$ cat src/rtl/cla_16bit_addsub_pipe.sv
// Two-stage pipelined 16-bit adder/subtractor: stage 1 adds the low byte, stage 2
// adds the high byte from the registered carry. Valid/ready handshake on both sides.
module cla_16bit_addsub_pipe #(
  parameter int WIDTH = 16,
  parameter int HALF  = WIDTH / 2
) (
  input  logic             clk,
  input  logic             rst_n,
  input  logic             in_valid,
  output logic             in_ready,
  input  logic [WIDTH-1:0] in1,
  input  logic [WIDTH-1:0] in2,
  input  logic             cin,
  input  logic             sub,
  output logic             out_valid,
  input  logic             out_ready,
  output logic [WIDTH-1:0] result,
  output logic             cout,
  output logic             ovf,
  output logic             zero
);

  // 8-bit CLA built from two 4-bit groups; returns {c8, c7, sum[7:0]}.
  // c7 is kept so the high slice can form signed overflow as c16 ^ c15.
  function automatic logic [9:0] cla8(input logic [7:0] a, input logic [7:0] b,
                                      input logic c0);
    logic [7:0] g;
    logic [7:0] p;
    logic [8:0] c;
    logic       gg0;
    logic       gp0;
    logic       gg1;
    logic       gp1;
    g    = a & b;
    p    = a ^ b;
    c[0] = c0;
    c[1] = g[0] | (p[0] & c[0]);
    c[2] = g[1] | (p[1] & g[0]) | (p[1] & p[0] & c[0]);
    c[3] = g[2] | (p[2] & g[1]) | (p[2] & p[1] & g[0]) | (p[2] & p[1] & p[0] & c[0]);
    gg0  = g[3] | (p[3] & g[2]) | (p[3] & p[2] & g[1]) | (p[3] & p[2] & p[1] & g[0]);
    gp0  = &p[3:0];
    c[4] = gg0 | (gp0 & c[0]);
    c[5] = g[4] | (p[4] & c[4]);
    c[6] = g[5] | (p[5] & g[4]) | (p[5] & p[4] & c[4]);
    c[7] = g[6] | (p[6] & g[5]) | (p[6] & p[5] & g[4]) | (p[6] & p[5] & p[4] & c[4]);
    gg1  = g[7] | (p[7] & g[6]) | (p[7] & p[6] & g[5]) | (p[7] & p[6] & p[5] & g[4]);
    gp1  = &p[7:4];
    c[8] = gg1 | (gp1 & gg0) | (gp1 & gp0 & c[0]);
    return {c[8], c[7], p ^ c[7:0]};
  endfunction

  logic            s1_valid_q, s1_valid_d;
  logic [HALF-1:0] s1_lo_q, s1_lo_d;
  logic            s1_c8_q, s1_c8_d;
  logic [HALF-1:0] s1_ahi_q, s1_ahi_d;
  logic [HALF-1:0] s1_bhi_q, s1_bhi_d;
  logic            s1_sub_q, s1_sub_d;

  logic             s2_valid_q, s2_valid_d;
  logic [WIDTH-1:0] result_q, result_d;
  logic             cout_q, cout_d;
  logic             ovf_q, ovf_d;
  logic             zero_q, zero_d;

  logic             s2_ready;
  logic             s1_fire;
  logic             s2_fire;
  logic [WIDTH-1:0] b_eff;
  logic             c0_eff;
  logic [9:0]       lo_res;
  logic [9:0]       hi_res;

  assign s2_ready  = !s2_valid_q || out_ready;
  assign in_ready  = !s1_valid_q || s2_ready;
  assign s1_fire   = in_valid && in_ready;
  assign s2_fire   = s1_valid_q && s2_ready;

  assign out_valid = s2_valid_q;
  assign result    = result_q;
  assign cout      = cout_q;
  assign ovf       = ovf_q;
  assign zero      = zero_q;

  // Operand conditioning and both CLA slices.
  always_comb begin
    b_eff  = sub ? ~in2 : in2;
    c0_eff = sub ? 1'b1 : cin;
    lo_res = cla8(in1[HALF-1:0], b_eff[HALF-1:0], c0_eff);
    hi_res = cla8(s1_ahi_q, s1_bhi_q, s1_c8_q);
  end

  // Stage 1 next state: load on accept, drop valid when drained without refill.
  always_comb begin
    s1_valid_d = s1_valid_q;
    s1_lo_d    = s1_lo_q;
    s1_c8_d    = s1_c8_q;
    s1_ahi_d   = s1_ahi_q;
    s1_bhi_d   = s1_bhi_q;
    s1_sub_d   = s1_sub_q;
    if (s1_fire) begin
      s1_valid_d = 1'b1;
      s1_lo_d    = lo_res[7:0];
      s1_c8_d    = lo_res[9];
      s1_ahi_d   = in1[WIDTH-1:HALF];
      s1_bhi_d   = b_eff[WIDTH-1:HALF];
      s1_sub_d   = sub;
    end else if (s2_fire) begin
      s1_valid_d = 1'b0;
    end else begin
      s1_valid_d = s1_valid_q;
    end
  end

  // Stage 2 next state: form the full result and flags when stage 1 advances.
  always_comb begin
    s2_valid_d = s2_valid_q;
    result_d   = result_q;
    cout_d     = cout_q;
    ovf_d      = ovf_q;
    zero_d     = zero_q;
    if (s2_fire) begin
      s2_valid_d = 1'b1;
      result_d   = {hi_res[7:0], s1_lo_q};
      cout_d     = s1_sub_q ? ~hi_res[9] : hi_res[9];
      ovf_d      = hi_res[9] ^ hi_res[8];
      zero_d     = ({hi_res[7:0], s1_lo_q} == 16'd0);
    end else if (out_ready) begin
      s2_valid_d = 1'b0;
    end else begin
      s2_valid_d = s2_valid_q;
    end
  end

  // Pipeline registers; reset discards everything in flight.
  always_ff @(posedge clk or negedge rst_n) begin
    if (!rst_n) begin
      s1_valid_q <= 1'b0;
      s1_lo_q    <= 8'd0;
      s1_c8_q    <= 1'b0;
      s1_ahi_q   <= 8'd0;
      s1_bhi_q   <= 8'd0;
      s1_sub_q   <= 1'b0;
      s2_valid_q <= 1'b0;
      result_q   <= 16'd0;
      cout_q     <= 1'b0;
      ovf_q      <= 1'b0;
      zero_q     <= 1'b0;
    end else begin
      s1_valid_q <= s1_valid_d;
      s1_lo_q    <= s1_lo_d;
      s1_c8_q    <= s1_c8_d;
      s1_ahi_q   <= s1_ahi_d;
      s1_bhi_q   <= s1_bhi_d;
      s1_sub_q   <= s1_sub_d;
      s2_valid_q <= s2_valid_d;
      result_q   <= result_d;
      cout_q     <= cout_d;
      ovf_q      <= ovf_d;
      zero_q     <= zero_d;
    end
  end

endmodule

$ cat config.mk
export PLATFORM = sky130hd
export DESIGN_NAME = cla_16bit_addsub_pipe
export DESIGN_NICKNAME = d
export VERILOG_FILES = /design/src/rtl/cla_16bit_addsub_pipe.sv
export SDC_FILE = /design/constraint.sdc
export NUM_CORES = 1
export LEC_CHECK = 0
export ABC_AREA = 1
export BUFFER_PORTS_ARGS = -buffer_cell sky130_fd_sc_hd__buf_2
export CAP_MARGIN = 20
export CORE_ASPECT_RATIO = 1.75
export CORE_MARGIN = 5
export CORE_UTILIZATION = 59
export DETAILED_ROUTE_END_ITERATION = 7
export GPL_TIMING_DRIVEN = 0
export PLACE_DENSITY = 0.87
export REMOVE_ABC_BUFFERS = 1
export SYNTH_ARGS = -nofsm -noshare
export SYNTH_HDL_FRONTEND = slang
export SYNTH_SLANG_ARGS = --single-unit
$ cat constraint.sdc
create_clock -name clk -period 6.6 [get_ports clk]
set_clock_uncertainty 0.1 [all_clocks]
set_input_delay 1.32 -clock clk [delete_from_list [all_inputs] [get_ports clk]]
set_output_delay 1.32 -clock clk [all_outputs]
set_load 0.02 [all_outputs]
Word-level counts from Yosys, hierarchy flattened
Cells that the tools add are included.
Storage, ports and cells
  register bits: 47
  latch bits: 0
  memory bits (writable): 0
  memory bits (read-only): 0
  input port bits: 38
  output and inout port bits: 21
  word-level logic and storage cells: 146
  memories kept: 0
Cells by class
  $add $sub $neg: 0
  $mul: 0
  divide/modulo/power cells: 0
  order comparisons: 0
  equal/unequal tests: 0
  shifts and indexed selects: 0
  multiplexer cells: 7
  bitwise logic cells: 115
  reductions and logical operators: 13
Operators by type and width (count)
  AND 1 bit: 64
  OR 1 bit: 42
  XOR 8 bit: 4
  AND 8 bit: 2
  logical NOT 16 bit: 1
  2-to-1 mux 16 bit: 1
  inverter 16 bit: 1
  AND reduction 4 bit: 4
  2-to-1 mux 1 bit: 6
  nonzero test 2 bit: 2
  logical AND 1 bit: 2
  logical NOT 1 bit: 2
  logical OR 1 bit: 2
  inverter 1 bit: 1
  XOR 1 bit: 1

Longest topological paths before layout
Gate-level depths: netlist (run 1).
  depth after elaboration: 11
  mapped depth: 14
  depth with buffers taken out: 13

Worst setup path after synthesis (run 1)
OpenSTA, ideal clock, no wires.
  path kind: input to register
  start point: in sub
  end point: reg s1_lo_q[5]
  setup time: 83 ps
  data arrival time: 3184 ps
  data required time: 6417 ps
  slack: 3233 ps
  stages: 13
  path buffers: 2
  cells stage by stage: buf_6 -> buf_4 -> xnor2_1 -> inv_1 -> ha_1 -> nand2_1 -> nor2_1 -> nand2_1 -> nand3_2 -> inv_1 -> fa_1 -> xor2_1 -> o21ai_0
Between the ends
  cells in the longest elaborated chain, start to end: 10
  elaborated cells on any way between the ends: 18
  those cells by class: mux (2); bitwise (15); reduce/logical (1)
RTL lines
  from (decl): line 14  | input logic sub,
  2-to-1 mux 16 bit: line 86  | b_eff = sub ? ~in2 : in2;
  XOR 8 bit or AND 8 bit (tied branches): line 35, 34
  AND 1 bit: line 40  | gg0 = g[3] | (p[3] & g[2]) | (p[3] & p[2] & g[1]) | (p[3] & p[2] & p[1] & g[0]);
  OR 1 bit or AND 1 bit (tied branches) (2 in series): line 40
  OR 1 bit: line 40
  OR 1 bit: line 42  | c[4] = gg0 | (gp0 & c[0]);
  AND 1 bit: line 43  | c[5] = g[4] | (p[4] & c[4]);
  OR 1 bit: line 43
  XOR 8 bit *: line 49  | return {c[8], c[7], p ^ c[7:0]};
  to (signal assigned): line 150  | s1_lo_q <= s1_lo_d;
  to (decl): line 53  | logic [HALF-1:0] s1_lo_q, s1_lo_d;
Mark *: on every way between the ends. The rest lies on a longest branch, timed or not.
A chain may end at the register's enable or synchronous reset.

Worst setup path in the final report (run 1)
Ends and elaborated chain as after synthesis.

==> results.sh, run 1 <==
export IMPL_synth_main_ff_cell="dfrtp_1"
export IMPL_firstDrtPassIters=4
export IMPL_topRoutingLayerUsed="met4"
export IMPL_crit_slowest_cell="buf_2"
export IMPL_synth_cell_types=31
export IMPL_slowest_delay_ns=0.44
export IMPL_stdcell_area_sq_um=3220
export IMPL_diodes=0
export IMPL_synthArstFlopShare_pct=100
export IMPL_cap_violations=0
export IMPL_grt_max_degree=48
export IMPL_antenna_found_initial=0
export IMPL_ys_ff_latch=47
export IMPL_synthCells=332
export IMPL_detailed_place_hpwl_um=4240
export IMPL_place_congestion=0.819
export IMPL_setup_viol=0
export IMPL_p_clk_share_pct=20.2
export IMPL_drive_above_1_share_pct=22.1
export IMPL_fin_ws_ns=3.27
export IMPL_worstPathArrival_ns=3.42
export IMPL_drt_vias_per_instance=5.11
export IMPL_worstSkewPairLatency_ns=0.30
export IMPL_ff_latch_area_sq_um=1180
export IMPL_tns_ns=0
export IMPL_synth_top_cell_area_share_pct=42.1
export IMPL_max_slew_margin_pct=63.4
export IMPL_tightest_slew_ns=0.549
export IMPL_end_kind="flip-flop"
export IMPL_dp_slack_ns=2.88
export IMPL_synth_top_cell_by_area="dfrtp_1"
export IMPL_start_util_pct=60.4
export IMPL_p_leak_nw=1.75
export IMPL_place_area_sq_um=3060
export IMPL_grt_pass1_vias=2224
export IMPL_crit_chain="buf_2 -> xnor2_1 -> inv_1 -> ha_1 -> nand2_1 -> nor2_1 -> nand2_1 -> nand3_2 -> inv_1 -> fa_1 -> xor2_1 -> o21ai_0"
export IMPL_final_util_pct=69.6
export IMPL_clk_pin_slew_ns=0.08
export IMPL_cts_sinks=47
export IMPL_required_ns=6.68
export IMPL_post_route_period_util_pct=50.5
export IMPL_final_hold_viol_count=0
export IMPL_ir_worst_vdd_v=0.000226
export IMPL_drt_iter0_markers=90
export IMPL_wl_met3_um=262
export IMPL_cts_post_setup_buffers_inserted=0
export IMPL_numCtsBuffers=5
export IMPL_rsz0062_at_grt="false"
export IMPL_worst_setup_path_type="primary input to flip-flop"
export IMPL_synth_edf_count=0
export IMPL_hold_class="flip-flop to flip-flop"
export IMPL_placementRows=33
export IMPL_status="finished clean"
export IMPL_final_antenna_net_count=0
export IMPL_drc=0
export IMPL_cts_resized_gates=0
export IMPL_ys_warnings_count=0
export IMPL_grt_pass1_wl_um=9250
export IMPL_syn_to_final_growth_pct=15.2
export IMPL_clockBufferDepth=2
export IMPL_ys_top_cells_by_area="dfrtp_1 42%, nand2_1 15%, ha_1 7.2%"
export IMPL_ios=59
export IMPL_avgRoutedWirePerCell_um=12.4
export IMPL_wirelength_um=5480
export IMPL_die_x_um=62.0
export IMPL_cts_root_buffer="clkbuf_8"
export IMPL_multi_input_area_sq_um=1400
export IMPL_ctsHoldBuffers=0
export IMPL_seq_power_share_pct=39.9
export IMPL_port_buffers=58
export IMPL_seq_area_frac_synth_pct=42.1
export IMPL_num_nets_final=447
export IMPL_syn_area_sq_um=2790
export IMPL_avgSynthCellArea_sq_um=8.41
export IMPL_h_tree_depth=2
export IMPL_die_area_sq_um=6260
export IMPL_slew_viol_final=0
export IMPL_pwr_density_cell_nw_per_um2=323
export IMPL_wl_met2_um=2960
export IMPL_grt_ovfl_total=0
export IMPL_p_int_w=0.000635
export IMPL_vias=2259
export IMPL_core_sq_um=4620
export IMPL_fmax_mhz=300
export IMPL_fill_cells=382
export IMPL_crit_fanout=18
export IMPL_grtUsageTotal_pct=19.5
export IMPL_period_needed_ns=3.33
export IMPL_cts_tree="built"
export IMPL_crit_path_start_kind="primary input"
export IMPL_p_sw_w=0.000404
export IMPL_drt_met1_wl_um=2160
export IMPL_die_h_um=101
export IMPL_netSwitchingFraction_pct=38.9
export IMPL_combPwrFrac_pct=39.9
## area by class of cell
type | count | area share (%)
tap | 52 | 2.02
sequential | 47 | 36.5
inverter | 33 | 3.85
timing repair buffer | 60 | 10.5
multi-input combinational | 242 | 43.6
clock buffer | 5 | 2.14
clock inverter | 3 | 1.36
## power by group through the flow
| stage | combinational (W) | sequential, W | clock (W) |
|---|---|---|---|
| CTS | 0.000414 | 0.000414 | 0.000212 |
| floorplan | 0.000229 | 0.000473 | 0 |
| detailed placement | 0.000412 | 0.000419 | 0 |
| global placement | 0.000397 | 0.000416 | 0 |
| global route | 0.000470 | 0.000425 | 0.000224 |
| finish | 0.000414 | 0.000415 | 0.000210 |
## per-stage QoR
| step | instances | hold slack, ns | total power (W) |
|---|---|---|---|
| after floorplan | 322 | 0.349 | 0.000702 |
| after global placement | 432 | 0.351 | 0.000813 |
| after detailed placement | 432 | 0.354 | 0.000831 |
| after CTS | 440 | 0.375 | 0.00104 |
| after global routing | 442 | 0.387 | 0.00112 |
| final | 442 | 0.371 | 0.00104 |
## critical path, delay by kind of cell
kind	cells	cell delay, ns
XOR/XNOR	2	0.42
AND/OR/NAND/NOR	4	0.33
buffers and inverters	3	0.58
AO/OA/AOI/OAI	1	0.09
adder cells (fa/ha/maj)	2	0.68
## final timing paths
| check | startpoint | endpoint | slack (ns) | cells after the start |
|---|---|---|---|---|
| setup / recovery | sub | s1_lo_q[5] | 3.27 | 12 |
| max in group asynchronous | rst_n | s1_lo_q[7] | 5.23 | 2 |
| hold reg to reg | result[13] | result[13] | 0.37 | 2 |
| hold / removal | result[13] | result[13] | 0.37 | 2 |
| min in group asynchronous | rst_n | s1_valid_q | 0.72 | 1 |
| setup reg to reg | s1_ahi_q[3] | zero | 4.16 | 13 |
## registers in the layout (all words and copies together), names as in the netlist
name / flops
s1_sub_q: 1
zero: 1
s1_bhi_q: 8
ovf: 1
out_valid: 1
s1_ahi_q: 8
s1_lo_q: 8
s1_valid_q: 1
result: 16
cout: 1
s1_c8_q: 1
## per-layer routing
| layer | global-route usage [%] | up-vias |
|---|---|---|
| met5 | 0 | - |
| met4 | 7.68 | 0 |
| met3 | 3.46 | 6 |
| met2 | 34.5 | 60 |
| met1 | 21.9 | 1026 |
| li1 | - | 1167 |
## synthesized netlist by cell type, types with 2 or more instances
master and instances:
a21oi_1 6, a31oi_1 2, and3_1 2, buf_2 3, buf_6 6, dfrtp_1 47
fa_1 4, ha_1 16, inv_1 29, inv_2 4, nand2_1 115, nand2_2 5
nand3_1 15, nand3_2 3, nand3b_1 4, nand4_1 3, nor2_1 14, o21ai_0 12
o21ai_1 9, o21ai_2 3, xnor2_1 12, xor2_1 9
## cells in the final DEF, fill, tap and decap left out, drive strengths merged
master | synthesis | layout
nand3b | 4 | 4
xor2 | 9 | 9
inv | 33 | 33
nor3 | 1 | 1
clkinv | 0 | 2
nand4 | 3 | 3
bufinv | 0 | 1
o21ai | 24 | 24
a21o | 1 | 1
fa | 4 | 4
a31oi | 2 | 2
a21oi | 7 | 7
nand2 | 120 | 120
o22ai | 1 | 1
buf | 10 | 60
nand3 | 18 | 18
o21a | 1 | 1
a22oi | 1 | 1
a211oi | 1 | 1
nor2 | 15 | 15
and3 | 2 | 2
clkbuf | 0 | 5
ha | 16 | 16
xnor2 | 12 | 12
dfrtp | 47 | 47
## logic make-up (layout without fill, tap and decap cells)
group                      count (synthesis)  after routing  share of synthesized area, %
DFF                                       47             47                          42.1
buffers and inverters                     43            101                          7.66
AOI/OAI and AO/OA                         38             38                          8.29
xor gates and xnor gates                  21             21                          6.59
adders and majority gates                 20             20                          10.0
and+or+nand+nor                          163            163                          25.3
(Power assumes the default switching activity.)
==> run 2, diff against run 1 <==
--- a/config.mk
+++ b/config.mk
@@ -10,10 +10,10 @@
 export CAP_MARGIN = 20
 export CORE_ASPECT_RATIO = 1.75
 export CORE_MARGIN = 5
-export CORE_UTILIZATION = 59
+export CORE_UTILIZATION = 49
 export DETAILED_ROUTE_END_ITERATION = 7
 export GPL_TIMING_DRIVEN = 0
-export PLACE_DENSITY = 0.87
+export PLACE_DENSITY = 0.78
 export REMOVE_ABC_BUFFERS = 1
 export SYNTH_ARGS = -nofsm -noshare
 export SYNTH_HDL_FRONTEND = slang
==> constraint.sdc (replaced) <==
create_clock -name clk -period 2.9 [get_ports clk]
set_clock_uncertainty 0.1 [all_clocks]
set_input_delay 0.58 -clock clk [delete_from_list [all_inputs] [get_ports clk]]
set_output_delay 0.58 -clock clk [all_outputs]
set_load 0.02 [all_outputs]
==> run 2 against run 1 <==
Die area grew 18%. Final area up 1.7%. Register-to-register slack worse by 3.7 ns. Combinational power increased by 130%. Cell count grew 5.4%. Global-route usage down 2.0 points. Clock-buffer cell count did not move. Critical path depth unchanged. First-iteration DRC count grew 11%. Via count down 0.18%. Critical path type unchanged. Critical endpoint unchanged.
==> results.sh, run 2 (synthesis results as in run 1) <==
export IMPL_status="finished clean"
export IMPL_die_area_sq_um=7370
export IMPL_die_h_um=110
export IMPL_hold_class="primary input to asynchronous set/reset pin"
export IMPL_end_kind="flip-flop"
export IMPL_clockBufferDepth=2
export IMPL_grt_pass1_wl_um=10000
export IMPL_cap_violations=0
export IMPL_rsz0062_at_grt="false"
export IMPL_ios=59
export IMPL_detailed_place_hpwl_um=4330
export IMPL_placementRows=36
export IMPL_h_tree_depth=2
export IMPL_cts_root_buffer="clkbuf_8"
export IMPL_drc=0
export IMPL_start_util_pct=50.4
export IMPL_tns_ns=0
export IMPL_grt_pass1_vias=2406
export IMPL_cts_tree="built"
export IMPL_p_leak_nw=1.76
export IMPL_cts_sinks=47
export IMPL_dp_slack_ns=-0.127
export IMPL_tightest_slew_ns=0.552
export IMPL_final_common_cell="nand2_1"
export IMPL_post_route_period_util_pct=91.6
export IMPL_numCtsBuffers=5
export IMPL_crit_path_start_kind="primary input"
export IMPL_ir_worst_vdd_v=0.000369
export IMPL_cts_post_setup_buffers_inserted=0
export IMPL_wirelength_um=5570
export IMPL_drt_iter0_markers=100
export IMPL_slew_viol_final=0
export IMPL_fmax_mhz=376
export IMPL_grt_ovfl_total=0
export IMPL_crit_fanout=18
export IMPL_grtUsageTotal_pct=17.4
export IMPL_num_nets_final=447
export IMPL_die_x_um=67.1
export IMPL_max_slew_margin_pct=63.2
export IMPL_required_ns=3.02
export IMPL_fill_cells=533
export IMPL_place_congestion=0.847
export IMPL_ctsHoldBuffers=0
export IMPL_largest_register_ffs=16
export IMPL_drive_above_1_share_pct=22.1
export IMPL_period_needed_ns=2.66
export IMPL_diodes=0
export IMPL_final_cell_mix="115 x nand2_1, 58 x buf_2, 47 x dfrtp_1, 29 x inv_1, 16 x ha_1"
export IMPL_clk_pin_slew_ns=0.09
export IMPL_worst_setup_path_type="primary input to flip-flop"
export IMPL_power_total_w=0.00245
export IMPL_grt_max_degree=48
export IMPL_avgRoutedWirePerCell_um=11.9
export IMPL_vias=2255
export IMPL_whs_ns=0.0148
export IMPL_final_hold_viol_count=0
export IMPL_cts_resized_gates=0
export IMPL_firstDrtPassIters=4
export IMPL_syn_to_final_growth_pct=17.2
export IMPL_final_antenna_net_count=0
export IMPL_setup_viol=0
export IMPL_worstSkewPairLatency_ns=0.30
export IMPL_core_sq_um=5540
export IMPL_pwr_density_cell_nw_per_um2=749
export IMPL_port_buffers=58
export IMPL_fin_ws_ns=0.243
export IMPL_worstPathArrival_ns=2.77
export IMPL_drt_vias_per_instance=4.84
export IMPL_antenna_found_initial=0
## run 2: cell count changes in the layout (fill, tap and decap cells not counted)
cell,change
clkinv_2,-1
clkinv_4,-1
bufinv_16,+1
clkinvlp_4,+1
## run 2: power by group
| group | switching, W | leakage (nW) | internal [W] | total (W) |
|---|---|---|---|---|
| Clock | 0.000221 | 0.0644 | 0.000344 | 0.000564 |
| Sequential | 0.000108 | 0.574 | 0.000835 | 0.000943 |
| Combinational | 0.000592 | 1.12 | 0.000353 | 0.000945 |
## run 2: routing by layer
metal	track usage (%)	up-vias	routed length, um
met3	2.97	9	235
met5	0	-	0
li1	-	1170	-
met1	18.7	1033	2220
met4	7.69	0	148
met2	32.2	43	2960
## run 2: cell type report
class / count / area, sq um / area share (%)
Multi-Input combinational cell: 242 / 1400 / 42.9
Sequential cell: 47 / 1180 / 35.9
Timing Repair Buffer: 60 / 338 / 10.3
Inverter: 33 / 124 / 3.79
Tap cell: 76 / 95.1 / 2.91
Clock buffer: 5 / 68.8 / 2.10
Clock inverter: 3 / 67.6 / 2.07
## run 2: final timing paths
kind,startpoint,endpoint,slack [ns],cells after the start
max in group asynchronous,rst_n,s1_bhi_q[5],2.22,2
min reg2reg,result[13],result[13],0.38,2
max reg2reg,s1_ahi_q[3],zero,0.51,13
max,sub,s1_lo_q[5],0.24,12
min in group clk,in1[10],s1_ahi_q[2],0.37,3
min,rst_n,s1_lo_q[0],0.01,1
## run 2: worst max-delay path: stages
cell and delay, ns:
buf_2 0.44, xnor2_1 0.23, inv_1 0.07, ha_1 0.28
nand2_1 0.07, nor2_1 0.12, nand2_1 0.07, nand3_2 0.09
inv_1 0.06, fa_1 0.41, xor2_1 0.16, o21ai_0 0.17
## run 2: stage by stage
stage	std cells	cell area, sq um	util, %
2_1_floorplan	322	2700	-
3_3_place_gp	456	3090	55.7
3_5_place_dp	456	3090	55.7
4_1_cts	464	3220	58.2
5_1_grt	466	3270	59.1
6_report	466	3270	59.1
